File: src/rtl/uart_fifo_ctrl_if.sv
// Host-side and UART-side handshake/data signals of uart_fifo_ctrl.
// slave: the controller's view; master: the host plus UART-core view driving it.
// All signal widths are fixed (bytes are 8 bits, baud divider is 12 bits).
interface uart_fifo_ctrl_if;
    logic        tx_push;
    logic [7:0]  tx_data;
    logic        tx_full;
    logic        tx_idle;
    logic        rx_pop;
    logic [7:0]  rx_data;
    logic        rx_empty;
    logic        baud_wr;
    logic [11:0] baud_wdata;
    logic        overflow;
    logic        err_clear;
    logic        uart_start_tx;
    logic [7:0]  uart_tx_value;
    logic        uart_tx_done;
    logic        uart_rx_available;
    logic [7:0]  uart_rx_value;
    logic        uart_rx_clear;
    logic [11:0] uart_baud_counter;

    modport slave (
        input  tx_push, tx_data, rx_pop, baud_wr, baud_wdata, err_clear,
               uart_tx_done, uart_rx_available, uart_rx_value,
        output tx_full, tx_idle, rx_data, rx_empty, overflow,
               uart_start_tx, uart_tx_value, uart_rx_clear, uart_baud_counter
    );

    modport master (
        output tx_push, tx_data, rx_pop, baud_wr, baud_wdata, err_clear,
               uart_tx_done, uart_rx_available, uart_rx_value,
        input  tx_full, tx_idle, rx_data, rx_empty, overflow,
               uart_start_tx, uart_tx_value, uart_rx_clear, uart_baud_counter
    );
endinterface

File: src/rtl/uart_fifo_ctrl.sv
// Purpose: TX/RX byte FIFOs between a host and a UART core, plus baud register.
// Latency: push to uart_start_tx 2 cycles; uart_rx_available to rx_clear 1 cycle.
// Backpressure: full TX drops the push and sets sticky overflow; full RX leaves the UART byte unacknowledged.
// Ports: clk, rst_n (synchronous, active-low) and bus (uart_fifo_ctrl_if.slave):
//   host side tx_push/tx_data/tx_full/tx_idle, rx_pop/rx_data/rx_empty,
//   baud_wr/baud_wdata, overflow/err_clear; UART side uart_start_tx/uart_tx_value/
//   uart_tx_done, uart_rx_available/uart_rx_value/uart_rx_clear, uart_baud_counter.
module uart_fifo_ctrl #(
    parameter int          DEPTH      = 4,
    parameter logic [11:0] BAUD_RESET = 12'd103
) (
    input  logic            clk,
    input  logic            rst_n,
    uart_fifo_ctrl_if.slave bus
);

    localparam int AW = (DEPTH > 1) ? $clog2(DEPTH) : 1;
    localparam int CW = AW + 1;
    localparam logic [CW-1:0] FULL_CNT = CW'(DEPTH);

    typedef enum logic [1:0] {T_IDLE, T_SEND, T_RELEASE} tx_state_t;
    typedef enum logic       {R_IDLE, R_ACK} rx_state_t;

    // ------------------------------------------------------------------ TX FIFO
    logic [7:0]    tx_mem [DEPTH];
    logic [AW-1:0] tx_wr_ptr, tx_rd_ptr;
    logic [CW-1:0] tx_cnt;
    logic          tx_full_i;
    logic          tx_pop, tx_pop_ok, tx_push_ok, tx_load;
    logic          ovf_set;
    logic          overflow_q;
    logic [7:0]    tx_value_q;
    tx_state_t     tx_state, tx_state_nxt;

    assign tx_full_i  = (tx_cnt == FULL_CNT);
    assign tx_pop_ok  = tx_pop && (tx_cnt != '0);
    // A pop in the same cycle frees the slot, so a push to a full FIFO is accepted then.
    assign tx_push_ok = bus.tx_push && (!tx_full_i || tx_pop_ok);
    assign ovf_set    = bus.tx_push && tx_full_i && !tx_pop_ok;

    always_ff @(posedge clk) begin
        if (tx_push_ok) begin
            tx_mem[tx_wr_ptr] <= bus.tx_data;
        end
    end

    always_ff @(posedge clk) begin
        if (!rst_n) begin
            tx_wr_ptr <= '0;
            tx_rd_ptr <= '0;
            tx_cnt    <= '0;
        end else begin
            if (tx_push_ok) tx_wr_ptr <= tx_wr_ptr + 1'b1;
            if (tx_pop_ok)  tx_rd_ptr <= tx_rd_ptr + 1'b1;
            case ({tx_push_ok, tx_pop_ok})
                2'b10:   tx_cnt <= tx_cnt + 1'b1;
                2'b01:   tx_cnt <= tx_cnt - 1'b1;
                default: tx_cnt <= tx_cnt;
            endcase
        end
    end

    // Set has priority over clear so a drop in the clearing cycle is not lost.
    always_ff @(posedge clk) begin
        if (!rst_n)         overflow_q <= 1'b0;
        else if (ovf_set)   overflow_q <= 1'b1;
        else if (bus.err_clear) overflow_q <= 1'b0;
    end

    // ------------------------------------------------------------------ TX FSM
    always_ff @(posedge clk) begin
        if (!rst_n) tx_state <= T_IDLE;
        else        tx_state <= tx_state_nxt;
    end

    always_comb begin
        tx_state_nxt = tx_state;
        tx_load      = 1'b0;
        tx_pop       = 1'b0;
        case (tx_state)
            T_IDLE: begin
                if (tx_cnt != '0) begin
                    tx_load      = 1'b1;
                    tx_state_nxt = T_SEND;
                end
            end
            T_SEND: begin
                // Head stays in the FIFO until the UART reports the frame done.
                if (bus.uart_tx_done) begin
                    tx_pop       = 1'b1;
                    tx_state_nxt = T_RELEASE;
                end
            end
            T_RELEASE: begin
                if (!bus.uart_tx_done) tx_state_nxt = T_IDLE;
            end
            default: tx_state_nxt = T_IDLE;
        endcase
    end

    // Byte is captured once on entry to T_SEND so it stays stable for the whole frame.
    always_ff @(posedge clk) begin
        if (!rst_n)       tx_value_q <= 8'h00;
        else if (tx_load) tx_value_q <= tx_mem[tx_rd_ptr];
    end

    // ------------------------------------------------------------------ RX FIFO
    logic [7:0]    rx_mem [DEPTH];
    logic [AW-1:0] rx_wr_ptr, rx_rd_ptr;
    logic [CW-1:0] rx_cnt;
    logic          rx_full_i, rx_empty_i;
    logic          rx_pop_ok, rx_push;
    rx_state_t     rx_state, rx_state_nxt;

    assign rx_full_i  = (rx_cnt == FULL_CNT);
    assign rx_empty_i = (rx_cnt == '0);
    assign rx_pop_ok  = bus.rx_pop && !rx_empty_i;

    always_ff @(posedge clk) begin
        if (rx_push) begin
            rx_mem[rx_wr_ptr] <= bus.uart_rx_value;
        end
    end

    always_ff @(posedge clk) begin
        if (!rst_n) begin
            rx_wr_ptr <= '0;
            rx_rd_ptr <= '0;
            rx_cnt    <= '0;
        end else begin
            if (rx_push)   rx_wr_ptr <= rx_wr_ptr + 1'b1;
            if (rx_pop_ok) rx_rd_ptr <= rx_rd_ptr + 1'b1;
            case ({rx_push, rx_pop_ok})
                2'b10:   rx_cnt <= rx_cnt + 1'b1;
                2'b01:   rx_cnt <= rx_cnt - 1'b1;
                default: rx_cnt <= rx_cnt;
            endcase
        end
    end

    // ------------------------------------------------------------------ RX FSM
    always_ff @(posedge clk) begin
        if (!rst_n) rx_state <= R_IDLE;
        else        rx_state <= rx_state_nxt;
    end

    always_comb begin
        rx_state_nxt = rx_state;
        rx_push      = 1'b0;
        case (rx_state)
            R_IDLE: begin
                // When full, the byte is left unacknowledged until a host pop makes room.
                if (bus.uart_rx_available && (!rx_full_i || rx_pop_ok)) begin
                    rx_push      = 1'b1;
                    rx_state_nxt = R_ACK;
                end
            end
            R_ACK: begin
                if (!bus.uart_rx_available) rx_state_nxt = R_IDLE;
            end
            default: rx_state_nxt = R_IDLE;
        endcase
    end

    // ------------------------------------------------------------------ baud register
    logic [11:0] baud_q;

    always_ff @(posedge clk) begin
        if (!rst_n)           baud_q <= BAUD_RESET;
        else if (bus.baud_wr) baud_q <= bus.baud_wdata;
    end

    // ------------------------------------------------------------------ outputs
    assign bus.tx_full           = tx_full_i;
    assign bus.tx_idle           = (tx_cnt == '0) && (tx_state == T_IDLE);
    assign bus.overflow          = overflow_q;
    assign bus.uart_start_tx     = (tx_state == T_SEND);
    assign bus.uart_tx_value     = tx_value_q;
    assign bus.rx_empty          = rx_empty_i;
    assign bus.rx_data           = rx_empty_i ? 8'h00 : rx_mem[rx_rd_ptr];
    assign bus.uart_rx_clear     = (rx_state == R_ACK);
    assign bus.uart_baud_counter = baud_q;

endmodule

File: src/flat_wrapper.sv
// flat-port wrapper written by rule: the top's interface ports become plain ports
module uart_fifo_ctrl_flat 
#(
    parameter int          DEPTH      = 4,
    parameter logic [11:0] BAUD_RESET = 12'd103
)
  (clk, rst_n, bus_tx_push, bus_tx_data, bus_rx_pop, bus_baud_wr, bus_baud_wdata, bus_err_clear, bus_uart_tx_done, bus_uart_rx_available, bus_uart_rx_value, bus_tx_full, bus_tx_idle, bus_rx_data, bus_rx_empty, bus_overflow, bus_uart_start_tx, bus_uart_tx_value, bus_uart_rx_clear, bus_uart_baud_counter);
  uart_fifo_ctrl_if bus_i ();
  input  logic clk;
  input  logic rst_n;
  input wire logic [$bits(bus_i.tx_push)-1:0] bus_tx_push;
  input wire logic [$bits(bus_i.tx_data)-1:0] bus_tx_data;
  input wire logic [$bits(bus_i.rx_pop)-1:0] bus_rx_pop;
  input wire logic [$bits(bus_i.baud_wr)-1:0] bus_baud_wr;
  input wire logic [$bits(bus_i.baud_wdata)-1:0] bus_baud_wdata;
  input wire logic [$bits(bus_i.err_clear)-1:0] bus_err_clear;
  input wire logic [$bits(bus_i.uart_tx_done)-1:0] bus_uart_tx_done;
  input wire logic [$bits(bus_i.uart_rx_available)-1:0] bus_uart_rx_available;
  input wire logic [$bits(bus_i.uart_rx_value)-1:0] bus_uart_rx_value;
  output wire logic [$bits(bus_i.tx_full)-1:0] bus_tx_full;
  output wire logic [$bits(bus_i.tx_idle)-1:0] bus_tx_idle;
  output wire logic [$bits(bus_i.rx_data)-1:0] bus_rx_data;
  output wire logic [$bits(bus_i.rx_empty)-1:0] bus_rx_empty;
  output wire logic [$bits(bus_i.overflow)-1:0] bus_overflow;
  output wire logic [$bits(bus_i.uart_start_tx)-1:0] bus_uart_start_tx;
  output wire logic [$bits(bus_i.uart_tx_value)-1:0] bus_uart_tx_value;
  output wire logic [$bits(bus_i.uart_rx_clear)-1:0] bus_uart_rx_clear;
  output wire logic [$bits(bus_i.uart_baud_counter)-1:0] bus_uart_baud_counter;
  assign bus_i.tx_push = bus_tx_push;
  assign bus_i.tx_data = bus_tx_data;
  assign bus_i.rx_pop = bus_rx_pop;
  assign bus_i.baud_wr = bus_baud_wr;
  assign bus_i.baud_wdata = bus_baud_wdata;
  assign bus_i.err_clear = bus_err_clear;
  assign bus_i.uart_tx_done = bus_uart_tx_done;
  assign bus_i.uart_rx_available = bus_uart_rx_available;
  assign bus_i.uart_rx_value = bus_uart_rx_value;
  assign bus_tx_full = bus_i.tx_full;
  assign bus_tx_idle = bus_i.tx_idle;
  assign bus_rx_data = bus_i.rx_data;
  assign bus_rx_empty = bus_i.rx_empty;
  assign bus_overflow = bus_i.overflow;
  assign bus_uart_start_tx = bus_i.uart_start_tx;
  assign bus_uart_tx_value = bus_i.uart_tx_value;
  assign bus_uart_rx_clear = bus_i.uart_rx_clear;
  assign bus_uart_baud_counter = bus_i.uart_baud_counter;
  uart_fifo_ctrl #(.DEPTH(DEPTH), .BAUD_RESET(BAUD_RESET)) u_core (.clk(clk), .rst_n(rst_n), .bus(bus_i));
endmodule
File: config.mk
export PLATFORM = sky130hd
export DESIGN_NAME = uart_fifo_ctrl_flat
export DESIGN_NICKNAME = d
export VERILOG_FILES = /design/src/rtl/uart_fifo_ctrl_if.sv /design/src/rtl/uart_fifo_ctrl.sv /design/src/flat_wrapper.sv
export SDC_FILE = /design/constraint.sdc
export NUM_CORES = 1
export LEC_CHECK = 0
export ABC_AREA = 1
export BUFFER_PORTS_ARGS = -buffer_cell sky130_fd_sc_hd__buf_2
export CORE_UTILIZATION = 35
export CTS_CLUSTER_DIAMETER = 50
export DETAILED_ROUTE_END_ITERATION = 8
export GPL_TIMING_DRIVEN = 0
export HOLD_SLACK_MARGIN = 0.06
export PLACE_DENSITY_LB_ADDON = 0.08
export RECOVER_POWER = 50
export SLEW_MARGIN = 10
export SYNTH_ARGS = -nofsm -noshare
export SYNTH_HDL_FRONTEND = slang
export SYNTH_SLANG_ARGS = --single-unit
File: constraint.sdc
create_clock -name clk -period 2.64 [get_ports clk]
set_input_delay 0.132 -clock clk [delete_from_list [all_inputs] [get_ports clk]]
set_output_delay 0.132 -clock clk [all_outputs]
set_load 0.005 [all_outputs]
# After elaboration in Yosys (flattened, before gate mapping)

Memory sizes are Yosys's and may differ from the RTL's. A register that Yosys moved wholly into a read port is not among the register bits.
Index checks and enable logic that the tools add are counted.

Flip-flop bits (word level): 30
RAM bits: 64
Bits of input ports: 36
Output and inout bits: 34
Logic and storage cells: 77
Memories: 2

Add/sub/neg operators: 8
Eq/ne operators: 11
Muxes and demuxes: 23
Bitwise gates (word level): 1
Reduce and logical (&&, ||, !) cells: 22

Memory list:

| name          | depth | width | rd ports | clocked after memory_dff | write ports | RTL line              | RTL |
|---|---|---|---|---|---|---|---|
| u_core.rx_mem | 4     | 8     | 1        | 1                        | 1           | uart_fifo_ctrl.sv:108 | `logic [7:0] rx_mem [DEPTH];` |
| u_core.tx_mem | 4     | 8     | 1        | 1                        | 1           | uart_fifo_ctrl.sv:25  | `logic [7:0] tx_mem [DEPTH];` |

Operators with widths:

| cell                  | count |
|---|---|
| $mux W1               | 13 |
| $pmux W3 S2           | 2 |
| $mux W2               | 5 |
| $add A2 B1 Y2 const B | 4 |
| $mux W8               | 1 |
| $logic_and A1 B1 Y1   | 7 |
| $add A3 B1 Y3 const B | 2 |
| $eq A2 B1 Y1 const B  | 3 |
| $eq A2 B2 Y1 const B  | 3 |
| $eq A3 B3 Y1 const B  | 2 |
| $logic_not A3 Y1      | 2 |
| $pmux W2 S3           | 1 |
| $reduce_bool A2 Y1    | 3 |
| $sub A3 B1 Y3 const B | 2 |
| $logic_not A1 Y1      | 5 |
| $ne A2 B2 Y1 const B  | 2 |
| $reduce_and A3 Y1     | 1 |
| $reduce_bool A3 Y1    | 1 |
| $logic_not A2 Y1      | 1 |
| $logic_or A1 B1 Y1    | 2 |
| $ne A2 B1 Y1 const B  | 1 |
| $pmux W1 S2           | 1 |
| $not A1 Y1            | 1 |

# Logic depth before layout (Yosys ltp)

Gate-level depths: netlist of the first run.

Depth in word-level cells: 9
Depth in mapped cells: 13
Mapped depth without buffers: 13

# Worst setup path before layout of the first run

OpenSTA, ideal clock, no wires.

Path type: register to register
From: register u_core.tx_cnt[0]
To: register u_core.tx_cnt[2]
Library setup time: 0.113 ns
Data arrival time: 1.819 ns
Required time: 2.527 ns
Setup slack: 0.708 ns
Stages on the path, launching flop included: 12
Buffers on the path: 0
Path through: dfxtp_1 -> nor2_1 -> nand3_1 -> nand2_1 -> ha_1 -> inv_1 -> fa_1 -> or2_2 -> nand2_1 -> nand2_1 -> nand2_1 -> nor2_1

Word-level cells in the longest chain between the ends: 6

RTL lines:

| element                                                 | RTL line                                   | RTL |
|---|---|---|
| start, declared                                         | uart_fifo_ctrl.sv:27                       | `logic [CW-1:0] tx_cnt;` |
| start signal, assigned                                  | uart_fifo_ctrl.sv:56                       | `2'b10: tx_cnt <= tx_cnt + 1'b1;` |
| start signal, assigned                                  | uart_fifo_ctrl.sv:57                       | `2'b01: tx_cnt <= tx_cnt - 1'b1;` |
| start signal, assigned                                  | uart_fifo_ctrl.sv:58                       | `default: tx_cnt <= tx_cnt;` |
| $eq A3 B3 Y1 or $reduce_bool A3 Y1 (tied branches)      | uart_fifo_ctrl.sv:35, uart_fifo_ctrl.sv:36 |  |
| $logic_not A1 Y1 or $logic_and A1 B1 Y1 (tied branches) | uart_fifo_ctrl.sv:38, uart_fifo_ctrl.sv:36 |  |
| $logic_or A1 B1 Y1                                      | uart_fifo_ctrl.sv:38                       | `assign tx_push_ok = bus.tx_push && (!tx_full_i \|\| tx_pop_ok);` |
| $logic_and A1 B1 Y1                                     | uart_fifo_ctrl.sv:38                       |  |
| $eq A2 B1 Y1 or $eq A2 B2 Y1 (tied branches)            | uart_fifo_ctrl.sv:55                       | `case ({tx_push_ok, tx_pop_ok})` |
| $pmux W3 S2 or $reduce_bool A2 Y1 (tied branches)       | --                                         |  |

Parallel ways exist; a longest one is shown, timed or not.
A chain may end at the register's enable or synchronous reset.

# Worst setup path after layout of the first run

From: input bus_uart_tx_done
To: register u_core.tx_cnt[2]

Word-level cells in the longest chain between the ends: 7

RTL lines:

| element                                           | RTL line             | RTL |
|---|---|---|
| start, declared                                   | flat_wrapper.sv:17   | `input wire logic [$bits(bus_i.uart_tx_done)-1:0] bus_uart_tx_done;` |
| $mux W1 (*)                                       | uart_fifo_ctrl.sv:89 | `if (bus.uart_tx_done) begin` |
| $mux W1 (*)                                       | uart_fifo_ctrl.sv:80 | `case (tx_state)` |
| $logic_and A1 B1 Y1 (*)                           | uart_fifo_ctrl.sv:36 | `assign tx_pop_ok = tx_pop && (tx_cnt != '0);` |
| $logic_or A1 B1 Y1                                | uart_fifo_ctrl.sv:38 |  |
| $logic_and A1 B1 Y1                               | uart_fifo_ctrl.sv:38 |  |
| $eq A2 B1 Y1 or $eq A2 B2 Y1 (tied branches)      | uart_fifo_ctrl.sv:55 |  |
| $pmux W3 S2 or $reduce_bool A2 Y1 (tied branches) | --                   |  |

Mark *: on every way between the ends. The rest lies on a longest branch, timed or not.

==> results of run 1 <==
[layer usage]
layer / wire, um / track usage [%] / share of wire [%]
met1: 4140 / 18.4 / 46
met2: 4480 / 25.0 / 49
met3: 300 / 2.60 / 3.3
met4: 166 / 7.27 / 1.8
met5: 0 / 0 / 0
[layout make-up]
class / count / area [sq um] / share of cell area, %
Tap cell: 168 / 210 / 3.82
Timing Repair Buffer: 100 / 623 / 11.3
Clock buffer: 11 / 233 / 4.23
Inverter: 63 / 241 / 4.39
Sequential cell: 104 / 2720 / 49.5
Clock inverter: 5 / 48.8 / 0.888
Buffer: 14 / 105 / 1.91
Multi-Input combinational cell: 286 / 1310 / 23.9
[tightest hold or removal path: cells and delay by family]
kind | cells | cell delay, ns
buf+inv | 1 | 0.11
compound gates | 1 | 0.09
simple gates | 1 | 0.07
[report_power, final]
group	internal, mW	switching, mW	total, mW
Combinational	0.364	0.558	0.923
Sequential	1.87	0.0631	1.93
Clock	0.727	0.562	1.29
[state kept, by name, indices dropped and copies added, names as in the netlist, 3 cells and up, named ones only]
| signal | count |
|---|---|
| u_core.tx_cnt | 3 |
| u_core.tx_mem | 32 |
| u_core.bus.uart_tx_value | 8 |
| u_core.rx_mem | 32 |
| u_core.rx_cnt | 3 |
| u_core.bus.uart_baud_counter | 12 |
[layout by cell type (no fill, tap or decap), types with 4 or more instances in the layout]
cell type,count
dlygate4sd3_1,31
o21ai_0,28
o21ai_1,8
dfxtp_1,40
clkinv_1,4
a21oi_1,22
clkbuf_1,30
clkbuf_16,9
nand2_1,89
edfxtp_1,64
nand3_1,14
ha_1,10
nor2_1,104
buf_2,46
inv_1,60
[per-stage QoR]
| stage | setup WS [ns] | hold WS [ns] | util (%) | power (mW) | area (sq um) |
|---|---|---|---|---|---|
| after global routing | 0.257 | 0.104 | 45.4 | 4.41 | 5500 |
| after CTS | 0.418 | 0.0640 | 45.7 | 4.22 | 5530 |
| after floorplan | 0.708 | 0.231 | - | 2.53 | 4380 |
| after global placement | 0.530 | 0.346 | 40.8 | 2.87 | 4940 |
| final | 0.409 | 0.101 | 45.4 | 4.15 | 5500 |
| after detailed placement | 0.489 | 0.353 | 40.8 | 2.88 | 4940 |
[worst max path at each step]
stage                             from          endpoint  cells after the start
floorplan             u_core.tx_cnt[0]  u_core.tx_cnt[2]                     11
global placement    u_core.tx_state[1]  u_core.tx_cnt[2]                     12
detailed placement  u_core.tx_state[1]  u_core.tx_cnt[2]                     12
CTS                   bus_uart_tx_done  u_core.tx_cnt[2]                     13
global route          bus_uart_tx_done  u_core.tx_cnt[2]                     13
finish                bus_uart_tx_done  u_core.tx_cnt[2]                     13
[cell families after synthesis]
group                    share of synthesized area [%]
AO/OA/AOI/OAI                                     6.97
buffers and inverters                             7.91
flip-flops                                        62.1
AND/OR/NAND/NOR                                   18.8
adder cells (fa/ha/maj)                           3.77
XOR/XNOR                                         0.400
[repair_timing]
item | 4_1_cts | 5_1_grt
resized for setup | 0 | 0
hold endpoints to repair | 79 | 0
hold buffers | 31 | 0
==> metrics.cfg, run 1 <==
[outcome]
status=finished clean

[power]
ir_worst_vdd_mv=0.295
p_per_area_nw_per_um2=754
power.leakage_nw=2.34

[timing]
setup_tns_ns=0
max-slew-margin-rel_pct=44.8
slew_viol_final=0
setup_viol=0
finalCritPeriodShare_pct=84.5
period_needed_ns=2.23
clock.fmax_ghz=0.448
worst_pin_slew_ns=0.825
hold_viol=0
clock_skew_ns=0.00372
rsz0062_at_grt=no

[worst_setup_path]
end_kind=flip-flop
rr_endpoint=u_core.tx_cnt[2]
cp_common_cell=nand2_1
r2r-start=u_core.tx_state[1]
crit_chain=dlygate4sd3_1 > buf_2 > nand3_1 > nand3_1 > nand2_1 > ha_1 > inv_1 > fa_1 > or2_2 > nand2_1 > nand2_1 > nand2_1 > nor2_1
crit_path_start_kind=input pin
path_class=input pin to flip-flop
r2r_cells=12
cp.required_ns=2.88
cp.arrival_ns=2.47
cp_slowest_cell=dlygate4sd3_1
worstPathBufferInverterCount=3
critPathMaxStageDelay_ns=0.54
reg2reg_setup_slack_ns=0.48
crit_fanout=5
path_delay_family=simple AND/OR/NAND/NOR gates

[drt]
drtIter0Drc=140
routedWlPerCell_um=12.1
antenna_left=0
routed_wl_mm=9.09
route.detailed.drc=0
dr.pass1.iters=4
viasPerCell=4.26
num_vias=3203

[global_routing]
grt_pass1_wl_mm=14.4
grt_use_total_pct=14.8
grt_max_degree=17
grt-ovfl-total=0
antenna_found_initial=0
grt_pass1_vias=2970

[yosys]
syn_inst=467
synth_common_cells=104 x nor2_1, 89 x nand2_1, 64 x edfxtp_1, 60 x inv_1, 40 x dfxtp_1
yosys-top-cells-area=edfxtp_1 44%, dfxtp_1 18%, nor2_1 8.9%
synth_cell_type_count=27
synthesis.nets=515
yosysSeqAreaShare_pct=62.1
synth_seq_cells=104
synth_top_area_share_pct=43.9
synth_most_common_cell=nor2_1
async_flop_share_pct=0
ys.flop_type=edfxtp_1
syn_avg_cell_area_sq_um=9.38
ys_warn_count=0
synth_top_area_cell=edfxtp_1
syn_area_sq_um=4380
synth_enable_flop_cells=64

[cts]
post-cts-setup-buffer-count=0
clockBufferDepth=2
cts.reportedPaths.clkPinSlew_ns=0.06
h-tree-depth=3
clock-root-buffer=clkbuf_16
cts_buffers=9
clock-sinks=104
cts_tree=done
insertion_delay_ns=0.34

[hold_path]
min_from=bus_baud_wr
holdPathStages=3
hold_path_class=input pin to flip-flop
worstHoldEndpoint=u_core.bus.uart_baud_counter[9]

[place]
portBuffers=69
gp_congestion=0.698
hpwl_mm=6.15
place_inst=704

[die]
die_h_um=114
die_x_um=114
core_area_sq_um=12100
core.rowCount=40
ios=70
start_util_pct=36.2
die_area_sq_um=13000

[layout]
fin_nets=626
num_antenna_cells=0
finalNonFillerCells=751
drive_gt1_share_pct=12.2
area_growth_pct=25.4
fillers=1218

[flow_run]
maxCapViolCount=0

Note: power is estimated with default switching activity, not from simulation.
==> run 2: changes to the inputs <==
ABC_AREA = 0   (was 1)
clock period = 1.9 ns   (was 2.64 ns; I/O delays follow)
==> metrics.cfg, run 2 <==
[outcome]
status=complete, but fails checks
violations=setup timing

[worst_setup_path]
r2r_cells=8  ; -4
end_kind=flip-flop
crit_fanout=4  ; -1
r2r-start=u_core.tx_state[1]
cp.arrival_ns=2.30  ; -0.17 ns
reg2reg_setup_slack_ns=-0.13  ; -0.61 ns
setup.worst_path.start=u_core.tx_state[1]
path_class=flip-flop to flip-flop
crit_path_start_kind=flip-flop
rr_endpoint=u_core.tx_cnt[2]
cp.required_ns=2.17  ; -0.71 ns
endpoint=u_core.tx_cnt[2]

[global_routing]
grt-ovfl-total=0  ; unchanged
grt_pass1_vias=2566  ; -14%
antenna_found_initial=0  ; unchanged
grt_use_total_pct=13.6  ; -1.2 points
grt_pass1_wl_mm=12.8  ; -11%
grt_max_degree=20  ; +3

[yosys]
synth_cell_type_count=41  ; +52%
synth_most_common_cell=edfxtp_1
yosys-top-cells-area=edfxtp_1 46%, dfxtp_1 19%, mux4_2 7.6%
yosysSeqAreaShare_pct=65.9  ; +3.7 points
ys.flop_type=edfxtp_1
synth_top_area_cell=edfxtp_1
ys_warn_count=0  ; unchanged
syn_avg_cell_area_sq_um=15.1  ; +61%
synth_seq_cells=104  ; unchanged
synth_common_cells=64 x edfxtp_1, 40 x dfxtp_1, 21 x nor2_1, 16 x inv_1
synth_top_area_share_pct=46.5  ; +2.6 points
syn_area_sq_um=4130  ; -5.7%
syn_inst=273  ; -42%
synth_enable_flop_cells=64  ; unchanged
synthesis.nets=321  ; -38%
async_flop_share_pct=0  ; unchanged

[flow_run]
maxCapViolCount=0  ; unchanged

[drt]
viasPerCell=4.58  ; +7.4%
routedWlPerCell_um=14.1  ; +17%
num_vias=2511  ; -22%
dr.pass1.iters=4  ; unchanged
antenna_left=0  ; unchanged
route.detailed.drc=0  ; unchanged
drtIter0Drc=78  ; -44%
routed_wl_mm=7.75  ; -15%

[timing]
slew_viol_final=0  ; unchanged
period_needed_ns=2.03
clock_skew_ns=0.00914  ; +0.00542 ns
finalCritPeriodShare_pct=107
worst_pin_slew_ns=0.582  ; -0.243 ns
clock.fmax_ghz=0.492
rsz0062_at_grt=yes
hold_viol=0  ; unchanged
setup_viol=2  ; +2
setup_slack_ns=-0.133  ; -0.542 ns
max-slew-margin-rel_pct=61.2  ; +16 points

[power]
power.leakage_nw=2.07  ; -12%
p_per_area_nw_per_um2=1090  ; +44%
ir_worst_vdd_mv=0.467  ; +58%

[layout]
final_area_sq_um=5460  ; -0.68%
drive_gt1_share_pct=29.4  ; +17 points
final_cell_mix=64 x edfxtp_1, 47 x buf_2, 35 x dlygate4sd3_1
area_growth_pct=32.1
layout_commonest_cell=edfxtp_1
fin_nets=448  ; -28%
num_antenna_cells=0  ; unchanged

[place]
placed_cell_area_sq_um=4700  ; -4.7%
gp_congestion=0.701  ; +0.43%
hpwl_mm=4.99  ; -19%
portBuffers=69  ; unchanged
place_ws_ns=-0.269  ; -0.757 ns

[die]
die_x_um=111  ; -2.8%
core_area_sq_um=11500  ; -5.3%
die_h_um=111  ; -2.8%
start_util_pct=36.1  ; -0.13 points
die_area_sq_um=12300  ; -5.6%
core.rowCount=39  ; -2.5%
ios=70  ; unchanged

[cts]
clock-sinks=104  ; unchanged
clockBufferDepth=2  ; unchanged
cts_tree=done
h-tree-depth=3  ; unchanged
insertion_delay_ns=0.34  ; about the same
clock-root-buffer=clkbuf_16
cts_buffers=9  ; unchanged
cts.reportedPaths.clkPinSlew_ns=0.07  ; about the same

[hold_path]
hold_path_class=input pin to flip-flop

run 2: changes by cell type in the layout (fill, tap and decap cells not counted), moves of 8 or more:
cell and change:
o21ai_1 -8, mux2i_1 +14, nand2_1 -80, dfxtp_1 -8, nor2b_1 +8, buf_4 +11
inv_1 -46, a21oi_1 -16, nor2_1 -84, o21ai_0 -23, nand3_1 -12, a22o_1 +8
mux4_2 +14
run 2: kinds of logic after synthesis:
family                   after synthesis  share of synthesized area (%)
AO/OA/AOI/OAI                         29                           5.08
XOR/XNOR                               7                           1.48
adder cells (fa/ha/maj)               12                           4.00
buffers and inverters                 26                           2.87
flip-flops                           104                           65.9
multiplexers                          30                           12.3
AND/OR/NAND/NOR                       65                           8.41
run 2: final cells by class:
cell class	count	area, sq um
Inverter	16	60.1
Fill cell	1018	6010
Timing Repair Buffer	117	763
Tap cell	143	179
Clock buffer	9	225
Clock inverter	7	62.6
Sequential cell	104	2740
Multi-Input combinational cell	143	1370
Buffer	9	57.6
run 2: stage by stage:
| stage | total power, mW | setup TNS (ns) | hold WS [ns] | util [%] | std cells |
|---|---|---|---|---|---|
| 2_1_floorplan | 3.60 | -0.0182 | 0.194 | - | 273 |
| 3_3_place_gp | 4.04 | -1.26 | 0.309 | 41.0 | 485 |
| 3_5_place_dp | 4.07 | -1.39 | 0.312 | 41.0 | 485 |
| 5_1_grt | 6.29 | -0.614 | 0.204 | 47.6 | 548 |
| 4_1_cts | 5.99 | -0.180 | 0.171 | 47.5 | 546 |
| 6_report | 5.94 | -0.222 | 0.159 | 47.6 | 548 |
run 2: how the worst min path moves through the flow:
stage,startpoint,end,slack (ns),cells after the start
2_1_floorplan,bus_uart_rx_value[0],u_core.rx_mem[0][0],0.19,0
3_3_place_gp,bus_baud_wdata[6],u_core.bus.uart_baud_counter[6],0.31,3
3_5_place_dp,bus_tx_data[7],u_core.tx_mem[3][7],0.31,1
4_1_cts,bus_rx_pop,u_core.rx_rd_ptr[0],0.17,4
5_1_grt,bus_rx_pop,flip-flop,0.20,4
6_report,bus_rx_pop,u_core.rx_rd_ptr[0],0.16,4
run 2: report_power, final:
group	switching, mW	internal, mW
clock network	0.855	0.914
logic	0.657	0.730
registers	0.162	2.62
total	1.67	4.27
run 2: metal layers:
layer  track usage, %  vias to the layer above  routed length [um]
met4             5.60                        0                 138
met5                0                        -                   0
met3             3.66                       10                 272
met2             22.2                       54                3770
li1                 -                     1268                   -
met1             17.2                     1179                3570
run 2: what timing repair did:
item	4_1_cts	5_1_grt
gates resized for setup	10	7
hold buffers	35	0
endpoints found under the hold margin	80	0
pin swaps	9	3
setup endpoints to repair	45	12
buffers inserted	10	3
run 2: worst max-delay path, cell delays in order (launching register included):
cell and delay, ns:
dfxtp_4 0.35, nand3b_1 0.28, nor2_1 0.17, ha_2 0.20
inv_2 0.04, fa_2 0.32, xor2_1 0.15, or3_1 0.32
a21oi_2 0.12
